**src/rtl/usb_rx_pkg.sv**
```systemverilog
// Shared types and constants for the USB full-speed receive path.
package usb_rx_pkg;

  typedef enum logic [1:0] {
    ST_IDLE = 2'd0,
    ST_SYNC = 2'd1,
    ST_DATA = 2'd2,
    ST_EOP  = 2'd3
  } rx_state_e;

  // Sync pattern KJKJKJKK decodes to 0000_0001 in arrival order, i.e. 8'h80 LSB-first.
  localparam logic [7:0] SYNC_BYTE   = 8'h80;
  // Consecutive 1s after which the transmitter inserts a 0.
  localparam logic [2:0] STUFF_LIMIT = 3'd6;

endpackage

```
**src/rtl/rx_bit_timer.sv**
```systemverilog
// Bit-period timer: free-runs while a packet is active, realigns on every
// D+ transition and strobes once per bit at the configured sample point.
module rx_bit_timer #(
  parameter int CLKS_PER_BIT = 8,
  parameter int SAMPLE_PT    = 3
) (
  input  logic clk,
  input  logic n_rst,
  input  logic dplus_in,
  input  logic run,
  output logic fall_edge,
  output logic sample
);

  localparam int CW = (CLKS_PER_BIT > 1) ? $clog2(CLKS_PER_BIT) : 1;
  localparam logic [CW-1:0] LAST = CW'(CLKS_PER_BIT - 1);
  localparam logic [CW-1:0] SPT  = CW'(SAMPLE_PT);

  logic [CW-1:0] cnt_q, cnt_d;
  logic          line_q, line_d;
  logic          edge_any;

  assign edge_any  = dplus_in ^ line_q;
  assign fall_edge = line_q & ~dplus_in;
  assign sample    = run & (cnt_q == SPT);

  // Counter holds at zero while idle, reloads on any line edge, else wraps.
  always_comb begin
    line_d = dplus_in;
    cnt_d  = cnt_q;
    if (!run || edge_any) begin
      cnt_d = '0;
    end else if (cnt_q == LAST) begin
      cnt_d = '0;
    end else begin
      cnt_d = cnt_q + 1'b1;
    end
  end

  // Timer and previous-line registers; line idles at J so it resets high.
  always_ff @(posedge clk or negedge n_rst) begin
    if (!n_rst) begin
      cnt_q  <= '0;
      line_q <= 1'b1;
    end else begin
      cnt_q  <= cnt_d;
      line_q <= line_d;
    end
  end

endmodule

```
**src/rtl/rx_decoder.sv**
```systemverilog
// USB receive decoder: NRZI decode, bit unstuffing, sync check, byte
// assembly and end-of-packet detection.
//
//   state   | meaning
//   --------+-------------------------------------------------------------
//   IDLE    | line idle, waiting for a 1->0 edge on D+
//   SYNC    | collecting the first 8 unstuffed bits, must equal SYNC_BYTE
//   DATA    | assembling bytes; SE0 sample ends the packet
//   EOP     | SE0 seen; J completes the packet, K is an error
module rx_decoder
  import usb_rx_pkg::*;
#(
  parameter int CLKS_PER_BIT = 8,
  parameter int SAMPLE_PT    = 3
) (
  input  logic       clk,
  input  logic       n_rst,
  input  logic       dplus_in,
  input  logic       dminus_in,
  output logic [7:0] rcv_data,
  output logic       byte_valid,
  output logic       eop_det,
  output logic       rx_err,
  output logic       receiving
);

  rx_state_e  state_q, state_d;
  logic       prev_dp_q, prev_dp_d;
  logic [2:0] bit_cnt_q, bit_cnt_d;
  logic [2:0] ones_q, ones_d;
  logic [7:0] shift_q, shift_d;
  logic [7:0] rcv_data_q, rcv_data_d;
  logic       partial_q, partial_d;
  logic       byte_valid_q, byte_valid_d;
  logic       eop_det_q, eop_det_d;
  logic       rx_err_q, rx_err_d;

  logic       fall_edge, sample, go_idle;
  logic       se0, line_j, nrzi_bit;
  logic [7:0] shift_next;

  rx_bit_timer #(
    .CLKS_PER_BIT(CLKS_PER_BIT),
    .SAMPLE_PT   (SAMPLE_PT)
  ) u_bit_timer (
    .clk      (clk),
    .n_rst    (n_rst),
    .dplus_in (dplus_in),
    .run      (state_q != ST_IDLE),
    .fall_edge(fall_edge),
    .sample   (sample)
  );

  assign se0        = ~dplus_in & ~dminus_in;
  assign line_j     = dplus_in & ~dminus_in;
  assign nrzi_bit   = (dplus_in == prev_dp_q);
  assign shift_next = {nrzi_bit, shift_q[7:1]};

  // Next-state, unstuffing and byte assembly, all qualified by the sample strobe.
  always_comb begin
    state_d      = state_q;
    prev_dp_d    = prev_dp_q;
    bit_cnt_d    = bit_cnt_q;
    ones_d       = ones_q;
    shift_d      = shift_q;
    rcv_data_d   = rcv_data_q;
    partial_d    = partial_q;
    byte_valid_d = 1'b0;
    eop_det_d    = 1'b0;
    rx_err_d     = 1'b0;
    go_idle      = 1'b0;

    case (state_q)
      ST_IDLE: begin
        prev_dp_d = 1'b1;
        if (fall_edge) state_d = ST_SYNC;
      end

      ST_SYNC, ST_DATA: begin
        if (sample) begin
          if (se0) begin
            if (state_q == ST_SYNC) begin
              rx_err_d = 1'b1;
              go_idle  = 1'b1;
            end else begin
              state_d   = ST_EOP;
              partial_d = (bit_cnt_q != 3'd0);
            end
          end else begin
            prev_dp_d = dplus_in;
            if (ones_q == STUFF_LIMIT) begin
              // A 0 here is the stuffed bit and is dropped; a 1 is a stuffing violation.
              ones_d = 3'd0;
              if (nrzi_bit) begin
                rx_err_d = 1'b1;
                go_idle  = 1'b1;
              end
            end else begin
              ones_d    = nrzi_bit ? ones_q + 3'd1 : 3'd0;
              shift_d   = shift_next;
              bit_cnt_d = bit_cnt_q + 3'd1;
              if (bit_cnt_q == 3'd7) begin
                if (state_q == ST_SYNC) begin
                  if (shift_next == SYNC_BYTE) begin
                    state_d = ST_DATA;
                  end else begin
                    rx_err_d = 1'b1;
                    go_idle  = 1'b1;
                  end
                end else begin
                  rcv_data_d   = shift_next;
                  byte_valid_d = 1'b1;
                end
              end
            end
          end
        end
      end

      ST_EOP: begin
        if (sample && !se0) begin
          if (line_j) begin
            eop_det_d = 1'b1;
            rx_err_d  = partial_q;
          end else begin
            rx_err_d = 1'b1;
          end
          go_idle = 1'b1;
        end
      end

      default: go_idle = 1'b1;
    endcase

    if (go_idle) begin
      state_d   = ST_IDLE;
      bit_cnt_d = 3'd0;
      ones_d    = 3'd0;
      shift_d   = 8'h00;
      partial_d = 1'b0;
      prev_dp_d = 1'b1;
    end
  end

  // State, datapath and registered strobes.
  always_ff @(posedge clk or negedge n_rst) begin
    if (!n_rst) begin
      state_q      <= ST_IDLE;
      prev_dp_q    <= 1'b1;
      bit_cnt_q    <= 3'd0;
      ones_q       <= 3'd0;
      shift_q      <= 8'h00;
      rcv_data_q   <= 8'h00;
      partial_q    <= 1'b0;
      byte_valid_q <= 1'b0;
      eop_det_q    <= 1'b0;
      rx_err_q     <= 1'b0;
    end else begin
      state_q      <= state_d;
      prev_dp_q    <= prev_dp_d;
      bit_cnt_q    <= bit_cnt_d;
      ones_q       <= ones_d;
      shift_q      <= shift_d;
      rcv_data_q   <= rcv_data_d;
      partial_q    <= partial_d;
      byte_valid_q <= byte_valid_d;
      eop_det_q    <= eop_det_d;
      rx_err_q     <= rx_err_d;
    end
  end

  assign rcv_data   = rcv_data_q;
  assign byte_valid = byte_valid_q;
  assign eop_det    = eop_det_q;
  assign rx_err     = rx_err_q;
  assign receiving  = (state_q != ST_IDLE);

endmodule

```
**config.mk**
```make
export PLATFORM = sky130hd
export DESIGN_NAME = rx_decoder
export DESIGN_NICKNAME = d
export VERILOG_FILES = /design/src/rtl/usb_rx_pkg.sv /design/src/rtl/rx_bit_timer.sv /design/src/rtl/rx_decoder.sv
export SDC_FILE = /design/constraint.sdc
export NUM_CORES = 1
export LEC_CHECK = 0
export BUFFER_PORTS_ARGS = -buffer_cell sky130_fd_sc_hd__buf_2
export CORE_MARGIN = 2
export CORE_UTILIZATION = 40
export CTS_BUF_LIST = sky130_fd_sc_hd__clkbuf_2 sky130_fd_sc_hd__clkbuf_4 sky130_fd_sc_hd__clkbuf_8
export DETAILED_ROUTE_END_ITERATION = 12
export HOLD_SLACK_MARGIN = 0.05
export PLACE_DENSITY_LB_ADDON = 0.3
export SLEW_MARGIN = 20
export SYNTH_ARGS = -nofsm -noshare
export SYNTH_HDL_FRONTEND = slang
export SYNTH_SLANG_ARGS = --single-unit
```
**constraint.sdc**
```tcl
create_clock -name clk -period 2.1 [get_ports clk]
set_clock_uncertainty 0.2 [all_clocks]
set_input_delay 0.105 -clock clk [delete_from_list [all_inputs] [get_ports clk]]
set_output_delay 0.105 -clock clk [all_outputs]
set_load 0.02 [all_outputs]
```
==> results.txt, run 1 <==
Period utilisation layout - 0.972
Die area - 4610 µm²
Power density cells - 940 nW/µm²
CTS sink count - 32
CP max FO - 4
Cell chain of the critical path - inv_1, ha_4, buf_4, nand3b_1, o21ba_2, o32ai_2, nor2_1, a211oi_1
# diodes - 0
Clock transition at the registers of the reported paths - 0.07 ns
Post-synth EDFFs - 0
Slowest CP cell - dfrtp_1
Max VDD drop - 0.000438 V
Post-synthesis area per instance - 11.1 µm²
Share of the synthesized area in the top cell type - 0.460
Die W - 67.9 µm
Initial core utilization - 0.411
Core area - 3970 µm²
Multi-input logic area - 907 µm²
# Max-Cap Violations - 0
Detail Placement HPWL - 2340 µm
Worst-case reg-to-reg path depth - 8
Final setup vio count - 0
Max-slew headroom - 0.508
Status - finished, final reports clean
Setup crit start - state_q[0]
Async set-reset flop share out of synthesis - 1.00
DR vias - 1240
Root buffer selected by CTS - clkbuf_8
Cells after Synth - 147
Place WS - -0.0738 ns
Power, Total - 2.05 mW
R2r endpoint - state_q[0]
CP required - 2.09 ns
Later-pin clock latency in the skew report - 0.28 ns
Overall routing resource usage - 0.178
Fraction of layout instances using a drive strength above 1 - 0.383
R2R setup slack - 0.06 ns
Fillers - 321
First-pass GRT wire length - 6000 µm
Num CTS Buffers - 5
Syn_nets - 164
Longest Clk Path Bufs - 2
FF+latch area - 803 µm²
Worst-Margin Slew - 0.738 ns
CTS tree - done
Layout Area Growth over Synthesis - 33.9%
Wirelength, routed - 3730 µm
Unique masters post-synth - 38
Dpl cells - 223
Critical Path Max Stage Delay - 0.41 ns
Seq/Total Area, Yosys - 0.492
Hold WS - 0.219 ns
Antenna Nets Post-Route - 0
Critical Path AT - 2.03 ns
Final WS setup - 0.0584 ns
Most common cell after layout, fill and taps aside - dfrtp_1
Most used DFF post-synth - dfrtp_1
YS warnings - 0
IO buf count - 15
Final Hold Viols - 0
Total gr overflow - 0
Util after Layout - 0.550
Non-filler cells, final - 238
WL/cell - 15.7 µm
Vias in the first global route - 1283
CP Launch Type - flop
IO Count - 16
Starting DRC count in detailed routing - 52
Largest net degree at the start of global routing - 33
Setup TNS - 0 ns
Die Y - 67.9 µm
Post-route minimum period - 2.04 ns
Final Cell Area - 2180 µm²
Leak - 1.06 nW
CP Class - flop to flop
Max-slew violations - 0
Max Fclk - 490 MHz
HP Class - primary input to asynchronous set/reset pin
Initial antenna violation count - 0
Largest area contributor in the netlist - dfrtp_1
Most frequent cells in the layout - dfrtp_1, nor2_1, buf_4
Residual DRC - 0
Ranking of synthesized cells by area - dfrtp_1, ha_1, mux2i_1
CP endpoint kind - flop
Post-synthesis register bit count - 32
RD Place Congestion - 0.928
Reg2Reg Launch Point - state_q[0]
Pre-antenna DRT Iters - 4
Via/cell ratio - 5.21
H-tree levels - 2
Final #Nets - 204
Placed Area - 1850 µm²
Critical Path End - state_q[0]
Netlist Area Pre-Place - 1630 µm²
Rows - 23
-- state kept, by name (all words and copies together), names as in the netlist, 2 cells and up --
signal and count:
shift_q 7, rcv_data 8, state_q 2, ones_q 3
bit_cnt_q 3, u_bit_timer.cnt_q 3
-- per-layer routing --
| metal | global-route usage | share of wire | wire length (µm) |
|---|---|---|---|
| met5 | 0 | 0 | 0 |
| met3 | 0.0493 | 0.038 | 140 |
| met2 | 0.308 | 0.51 | 1900 |
| met4 | 0.0525 | 0.0056 | 21 |
| met1 | 0.218 | 0.45 | 1670 |
-- worst min-delay path by stage --
stage	startpoint	endpoint	depth (start not counted)	slack, ns
after floorplan	n_rst	bit_cnt_q[0]	0	-0.39
after global placement	n_rst	eop_det	1	-0.006
after detailed placement	n_rst	state_q[1]	1	0.004
after CTS	n_rst	state_q[1]	2	0.25
after global routing	n_rst	eop_det	2	0.28
final	n_rst	eop_det	2	0.22
-- synthesized netlist by cell type (4+ instances only) --
| library cell | instances |
|---|---|
| a21oi_1 | 5 |
| dfrtp_1 | 30 |
| ha_1 | 13 |
| inv_1 | 9 |
| mux2_2 | 8 |
| mux2i_1 | 10 |
| nand2_1 | 5 |
| nand3_1 | 4 |
| nor2_1 | 19 |
| nor3_1 | 6 |
-- what timing repair did --
action	in CTS	in global routing
hold buffers	3	0
cloned	2	1
endpoints found under the setup margin	18	25
setup buffers	0	1
endpoints found under the hold margin	33	0
pin swaps	1	5
resized for setup	11	20
-- logic make-up (layout without fill, tap and decap cells) --
group | after synthesis | in the layout | share of synthesized area
mux | 18 | 18 | 0.117
compound gates | 19 | 19 | 0.0828
flops | 32 | 32 | 0.492
xor+xnor | 3 | 3 | 0.0161
buf+inv | 15 | 55 | 0.0483
fa+ha+maj | 13 | 13 | 0.0997
simple gates | 47 | 48 | 0.144
-- final cells by class --
type                       count  area share
sequential                    32       0.368
tap                           50      0.0286
clock buffer                   6      0.0349
inverter                       9      0.0155
multi-input combinational    101       0.415
clock inverter                 2      0.0160
timing repair buffer          38       0.122
-- worst max-delay path, delay by kind of cell (launching register included) --
kind	cells	cell delay (ns)
AO/OA/AOI/OAI	3	0.59
adder cells (fa/ha/maj)	1	0.18
AND/OR/NAND/NOR	2	0.27
buffers and inverters	2	0.29
flip-flops	1	0.41
-- power by group --
part / internal [mW] / switching [mW]
Sequential: 0.697 / 0.0584
Clock: 0.365 / 0.234
Combinational: 0.322 / 0.377
Note: power is estimated with default switching activity, not from simulation.
==> run 2: changes to the inputs <==
- CORE_ASPECT_RATIO: not set -> 0.8
- SYNTH_HIERARCHICAL: not set -> 1
==> run 2 against run 1 <==
Against the previous run:
- the flow now finishes with violations (negative setup slack)
- register-to-register slack lost 0.19 ns
- critical path depth grew 1
- combinational power shrank 38%
- die area grew 6.4%
- largest power group unchanged
- highest routed layer unchanged
==> results.txt, run 2 <==
Overall routing resource usage - 0.168 (was 0.178)
Hold WS - 0.196 ns (was 0.219 ns)
Initial antenna violation count - 0 (unchanged)
Rows - 21 (was 23)
H-tree levels - 2 (unchanged)
Failing checks - negative setup slack
Period utilisation layout - 1.06 (was 0.972)
Async set-reset flop share out of synthesis - 1.00 (unchanged)
Wirelength, routed - 3840 µm (was 3730 µm)
DR vias - 1340 (was 1240)
Vias in the first global route - 1316 (was 1283)
CP required - 2.07 ns (was 2.09 ns)
Most common cell after layout, fill and taps aside - dfrtp_1 (unchanged)
Most common library cells after synthesis - dfrtp_1, nor2_1, ha_1, inv_1 (was dfrtp_1, nor2_1, ha_1, mux2i_1, inv_1)
Clock transition at the registers of the reported paths - 0.07 ns (about the same)
Antenna Nets Post-Route - 0 (unchanged)
Cells after Synth - 155 (was 147)
# diodes - 0 (unchanged)
# Max-Cap Violations - 0 (unchanged)
Netlist Area Pre-Place - 1740 µm² (was 1630 µm²)
Layout Area Growth over Synthesis - 30.7% (was 33.9%)
Detail Placement HPWL - 2620 µm (was 2340 µm)
Later-pin clock latency in the skew report - 0.29 ns (was 0.28 ns)
Initial core utilization - 0.417 (was 0.411)
Residual DRC - 0 (unchanged)
Most frequent cells in the layout - dfrtp_1, buf_4, nor2_1 (was dfrtp_1, nor2_1, buf_4)
HP Class - primary input to asynchronous set/reset pin (unchanged)
Syn_nets - 172 (was 164)
Most used DFF post-synth - dfrtp_1 (unchanged)
Critical Path AT - 2.20 ns (was 2.03 ns)
Post-synth EDFFs - 0 (unchanged)
Largest area contributor in the netlist - dfrtp_1 (unchanged)
Max Fclk - 449 MHz (was 490 MHz)
Post-synthesis register bit count - 32 (unchanged)
Power density cells - 712 nW/µm² (was 940 nW/µm²)
Largest net degree at the start of global routing - 33 (unchanged)
CTS sink count - 32 (unchanged)
Final setup vio count - 23 (was 0)
CP endpoint kind - flop (unchanged)
Power, Total - 1.62 mW (was 2.05 mW)
Top-count cell post-synth - dfrtp_1 (unchanged)
Fraction of layout instances using a drive strength above 1 - 0.400 (was 0.383)
Max VDD drop - 0.000305 V (was 0.000438 V)
Worst-Margin Slew - 0.702 ns (was 0.738 ns)
CP Launch Type - flop (unchanged)
CP max FO - 5 (was 4)
RSZ-0062 raised after global routing - true
Total gr overflow - 0 (unchanged)
Die W - 77.8 µm (was 67.9 µm)
Ranking of synthesized cells by area - dfrtp_1, ha_1, mux2_4 (was dfrtp_1, ha_1, mux2i_1)
Fillers - 357 (was 321)
Pre-antenna DRT Iters - 6 (was 4)
CTS tree - done (unchanged)
CP Class - flop to flop (unchanged)
Leak - 1.19 nW (was 1.06 nW)
Max-slew headroom - 0.532 (was 0.508)
Setup TNS - -1.27 ns (was 0 ns)
Starting DRC count in detailed routing - 116 (was 52)
Longest Clk Path Bufs - 2 (unchanged)
First-pass GRT wire length - 6260 µm (was 6000 µm)
Final WS setup - -0.129 ns (was 0.0584 ns)
Die area - 4900 µm² (was 4610 µm²)
Max-slew violations - 0 (unchanged)
Seq/Total Area, Yosys - 0.461 (was 0.492)
Status - finished with violations (was finished, final reports clean)
WL/cell - 14.6 µm (was 15.7 µm)
R2R setup slack - -0.13 ns (was 0.06 ns)
Post-route minimum period - 2.23 ns (was 2.04 ns)
Core area - 4180 µm² (was 3970 µm²)
YS warnings - 6 (was 0)
Via/cell ratio - 5.11 (was 5.21)
RD Place Congestion - 0.871 (was 0.928)
Final #Nets - 221 (was 204)
Num CTS Buffers - 5 (unchanged)
Unique masters post-synth - 46 (was 38)
IO buf count - 15 (unchanged)
Share of the synthesized area in the top cell type - 0.431 (was 0.460)
Final Hold Viols - 0 (unchanged)
Die Y - 63.0 µm (was 67.9 µm)
Post-synthesis area per instance - 11.2 µm² (was 11.1 µm²)
IO Count - 16 (unchanged)
Root buffer selected by CTS - clkbuf_8 (unchanged)
Max reg flops - 8 (unchanged)
-- run 2: worst max-delay path, stage by stage, from the launching register on --
cell	delay (ns)
dfrtp_1	0.35
inv_1	0.06
ha_2	0.20
inv_4	0.05
and2_4	0.17
o211ai_4	0.07
nand2b_4	0.15
or3b_4	0.41
buf_6	0.15
mux2_4	0.30
-- run 2: stage by stage --
| step | instances | instance area, µm² | worst slack (ns) | util |
|---|---|---|---|---|
| global route | 262 | 2280 | -0.174 | 0.545 |
| finish | 262 | 2280 | -0.129 | 0.545 |
| CTS | 257 | 2170 | -0.128 | 0.519 |
| floorplan | 155 | 1750 | -0.183 | - |
| detailed placement | 241 | 1990 | -0.224 | 0.476 |
| global placement | 241 | 1990 | -0.184 | 0.476 |
-- run 2: cells by family (layout without fill, tap and decap cells) --
| family | count (synthesis) | count (layout) | share of synthesized area |
|---|---|---|---|
| AO/OA/AOI/OAI | 24 | 24 | 0.105 |
| multiplexers | 15 | 15 | 0.106 |
| XOR/XNOR | 3 | 3 | 0.0151 |
| adder cells (fa/ha/maj) | 13 | 13 | 0.0934 |
| flip-flops | 32 | 32 | 0.461 |
| buffers and inverters | 16 | 66 | 0.0532 |
| AND/OR/NAND/NOR | 52 | 52 | 0.166 |
-- run 2: repair_timing --
item | CTS | global route
hold endpoints to repair | 32 | 0
buffers inserted | 4 | 5
resized for setup | 7 | 18
hold buffers | 3 | 0
pin swaps | 2 | 8
cloned | 1 | 0
endpoints found under the setup margin | 26 | 27
-- run 2: final cells by class --
type | count | area (µm²) | area share
inverters | 10 | 40.0 | 0.0176
well taps | 57 | 71.3 | 0.0313
multi-input cells | 107 | 908 | 0.399
clock inverters | 1 | 7.51 | 0.00330
flip-flops and latches | 32 | 803 | 0.353
repair buffers | 48 | 357 | 0.157
clock buffers | 7 | 90.1 | 0.0396
-- run 2: report_power, final --
| group | leakage [nW] | switching (mW) | internal, mW |
|---|---|---|---|
| sequential | 0.431 | 0.0265 | 0.655 |
| clock | 0.0479 | 0.230 | 0.279 |
| combinational | 0.715 | 0.225 | 0.207 |
| total | 1.19 | 0.481 | 1.14 |
-- run 2: layer usage --
metal	routed length (µm)	GRT usage	up-vias
met1	1760	0.203	667
met3	112	0.0390	10
met2	1880	0.284	22
li1	-	-	641
met5	0	0	-
met4	87	0.0737	0
-- run 2: path summary, 6_finish.rpt --
path                              from          end  depth (start not counted)
max in group asynchronous        n_rst   state_q[0]                          2
max reg2reg                 state_q[1]  rcv_data[3]                          9
max                         state_q[1]  rcv_data[3]                          9
min in group clk              dplus_in  rcv_data[7]                          3
min                              n_rst   byte_valid                          2
min reg2reg                rcv_data[7]  rcv_data[7]                          2
==> run 3: changes to the inputs <==
- CTS_CLUSTER_DIAMETER: not set -> 200
- SKIP_CTS_REPAIR_TIMING: not set -> 1
==> run 3 against run 2 <==
Against the previous run:
- the run still ends with negative setup slack left
- critical path depth grew 1
- utilization grew 0.18 points
- hold slack lost 0.18 ns
- register-to-register slack lost 0.07 ns
- final area grew 0.33%
- sequential power is essentially flat
- via count shrank 1.5%
- die area is the same
- total power shrank 0.37%
- first-iteration DRC count grew 9.5%
- sequential share of layout area shrank 0.12 points
- worst setup slack lost 0.072 ns
==> results.txt, run 3 (synthesized netlist as in run 2, its figures left out) <==
Critical Path End - rcv_data[3] (unchanged)
Max VDD drop - 0.000305 V (about the same)
# diodes - 0 (unchanged)
Period utilisation layout - 1.10 (was 1.06)
CP max FO - 4 (was 5)
Initial core utilization - 0.417 (unchanged)
Critical Path AT - 2.27 ns (was 2.20 ns)
Critical Path Max Stage Delay - 0.39 ns (was 0.41 ns)
Status - finished with violations (unchanged)
Core area - 4180 µm² (unchanged)
CP dominant cell by count - buf_6
CTS sink count - 32 (unchanged)
Residual DRC - 0 (unchanged)
Setup crit start - state_q[1] (unchanged)
Vias in the first global route - 1287 (was 1316)
Die W - 77.8 µm (unchanged)
R2r endpoint - rcv_data[3] (unchanged)
Initial antenna violation count - 0 (unchanged)
CP Depth - 10 (was 9)
Slowest CP cell - or3b_4 (unchanged)
CP endpoint kind - flop (unchanged)
HP Class - primary input to flop (was primary input to asynchronous set/reset pin)
Cell chain of the critical path - inv_1, ha_2, inv_4, and2_4, o211ai_4, nand2b_4, or3b_4, buf_6, buf_6, mux2_4 (was inv_1, ha_2, inv_4, and2_4, o211ai_4, nand2b_4, or3b_4, buf_6, mux2_4)
CP Class - flop to flop (unchanged)
CP Launch Type - flop (unchanged)
Antenna Nets Post-Route - 0 (unchanged)
Total gr overflow - 0 (unchanged)
Failing checks - negative setup slack (unchanged)
Later-pin clock latency in the skew report - 0.28 ns (was 0.29 ns)
Most common cell after layout, fill and taps aside - dfrtp_1 (unchanged)
Die Y - 63.0 µm (unchanged)
Overall routing resource usage - 0.160 (was 0.168)
Largest net degree at the start of global routing - 33 (unchanged)
CTS tree - done (unchanged)
Final #Nets - 221 (unchanged)
Final Hold Viols - 0 (unchanged)
Power, Total - 1.62 mW (about the same)
Detail Placement HPWL - 2620 µm (unchanged)
CP required - 2.07 ns (about the same)
Worst-Margin Slew - 0.699 ns (was 0.702 ns)
CP delay by family, top - simple AND/OR/NAND/NOR gates (unchanged)
IO buf count - 15 (unchanged)
IO Count - 16 (unchanged)
Power density cells - 707 nW/µm² (was 712 nW/µm²)
DR vias - 1320 (was 1340)
RD Place Congestion - 0.871 (unchanged)
Layout Area Growth over Synthesis - 31.2% (was 30.7%)
Worst path buffer plus inverter count - 4 (was 3)
First-pass GRT wire length - 6000 µm (was 6260 µm)
Max Fclk - 435 MHz (was 449 MHz)
WL/cell - 14.0 µm (was 14.6 µm)
Util after Layout - 0.547 (was 0.545)
H-tree levels - 2 (unchanged)
Post-route minimum period - 2.30 ns (was 2.23 ns)
Final WS setup - -0.201 ns (was -0.129 ns)
Starting DRC count in detailed routing - 127 (was 116)
Max reg flops - 8 (unchanged)
Max-slew violations - 0 (unchanged)
Most frequent cells in the layout - dfrtp_1, buf_4, buf_2 (was dfrtp_1, buf_4, nor2_1)
Longest Clk Path Bufs - 2 (unchanged)
Rows - 21 (unchanged)
# Max-Cap Violations - 0 (unchanged)
Pre-antenna DRT Iters - 4 (was 6)
Leak - 1.19 nW (about the same)
Root buffer selected by CTS - clkbuf_8 (unchanged)
Worst-case reg-to-reg path depth - 10 (was 9)
Via/cell ratio - 5.04 (was 5.11)
Reg2Reg Launch Point - state_q[1] (unchanged)
RSZ-0062 raised after global routing - true (unchanged)
R2R setup slack - -0.20 ns (was -0.13 ns)
Max-slew headroom - 0.534 (was 0.532)
Die area - 4900 µm² (unchanged)
Wirelength, routed - 3660 µm (was 3840 µm)
Num CTS Buffers - 5 (unchanged)
Fraction of layout instances using a drive strength above 1 - 0.405 (was 0.400)
Clock transition at the registers of the reported paths - 0.06 ns (was 0.07 ns)
Final setup vio count - 24 (was 23)
[run 3: power by group]
part	leakage [nW]	total, mW	internal (mW)	switching (mW)
clock	0.0479	0.507	0.279	0.228
combinational	0.715	0.428	0.205	0.223
sequential	0.431	0.681	0.655	0.0262
total	1.19	1.62	1.14	0.477
[run 3: cell type report]
| type | instances | area [µm²] |
|---|---|---|
| Fill cell | 351 | 1890 |
| Inverter | 10 | 40.0 |
| Timing Repair Buffer | 48 | 357 |
| Tap cell | 57 | 71.3 |
| Clock buffer | 7 | 90.1 |
| Clock inverter | 1 | 7.51 |
| Multi-Input combinational cell | 107 | 916 |
| Sequential cell | 32 | 803 |
[run 3: worst register-to-register path: cells and delay by family (launching register included)]
family,cells,cell delay [ns]
flops,1,0.37
fa+ha+maj,1,0.20
buf+inv,4,0.37
compound gates,1,0.07
mux,1,0.29
simple gates,3,0.70
[run 3: routing by layer]
| metal | part of all wire | wire [µm] | track usage | up-vias |
|---|---|---|---|---|
| met3 | 0.021 | 76 | 0.0390 | 7 |
| met5 | 0 | 0 | 0 | - |
| li1 | - | - | - | 646 |
| met4 | 0.014 | 53 | 0.0781 | 0 |
| met2 | 0.50 | 1830 | 0.262 | 16 |
| met1 | 0.46 | 1700 | 0.198 | 651 |
[run 3: worst min path at each step]
stage	from	endpoint	slack, ns	cells after the start
floorplan	n_rst	bit_cnt_q[0]	-0.39	0
global placement	n_rst	rcv_data[6]	-0.02	1
detailed placement	n_rst	rcv_data[7]	-0.002	1
CTS	n_rst	rcv_data[7]	-0.31	1
global route	dplus_in	eop_det	0.05	3
finish	dplus_in	eop_det	0.01	3
[run 3: per-stage QoR]
step | hold WS, ns | TNS [ns] | std cells | setup slack [ns] | instance area [µm²]
4_1_cts | -0.314 | -4.46 | 249 | -0.243 | 2090
2_1_floorplan | -0.391 | -1.29 | 155 | -0.183 | 1750
3_3_place_gp | -0.0212 | -3.54 | 241 | -0.184 | 1990
3_5_place_dp | -0.00183 | -4.06 | 241 | -0.224 | 1990
5_1_grt | 0.0521 | -3.64 | 262 | -0.247 | 2280
6_report | 0.0120 | -1.71 | 262 | -0.201 | 2280
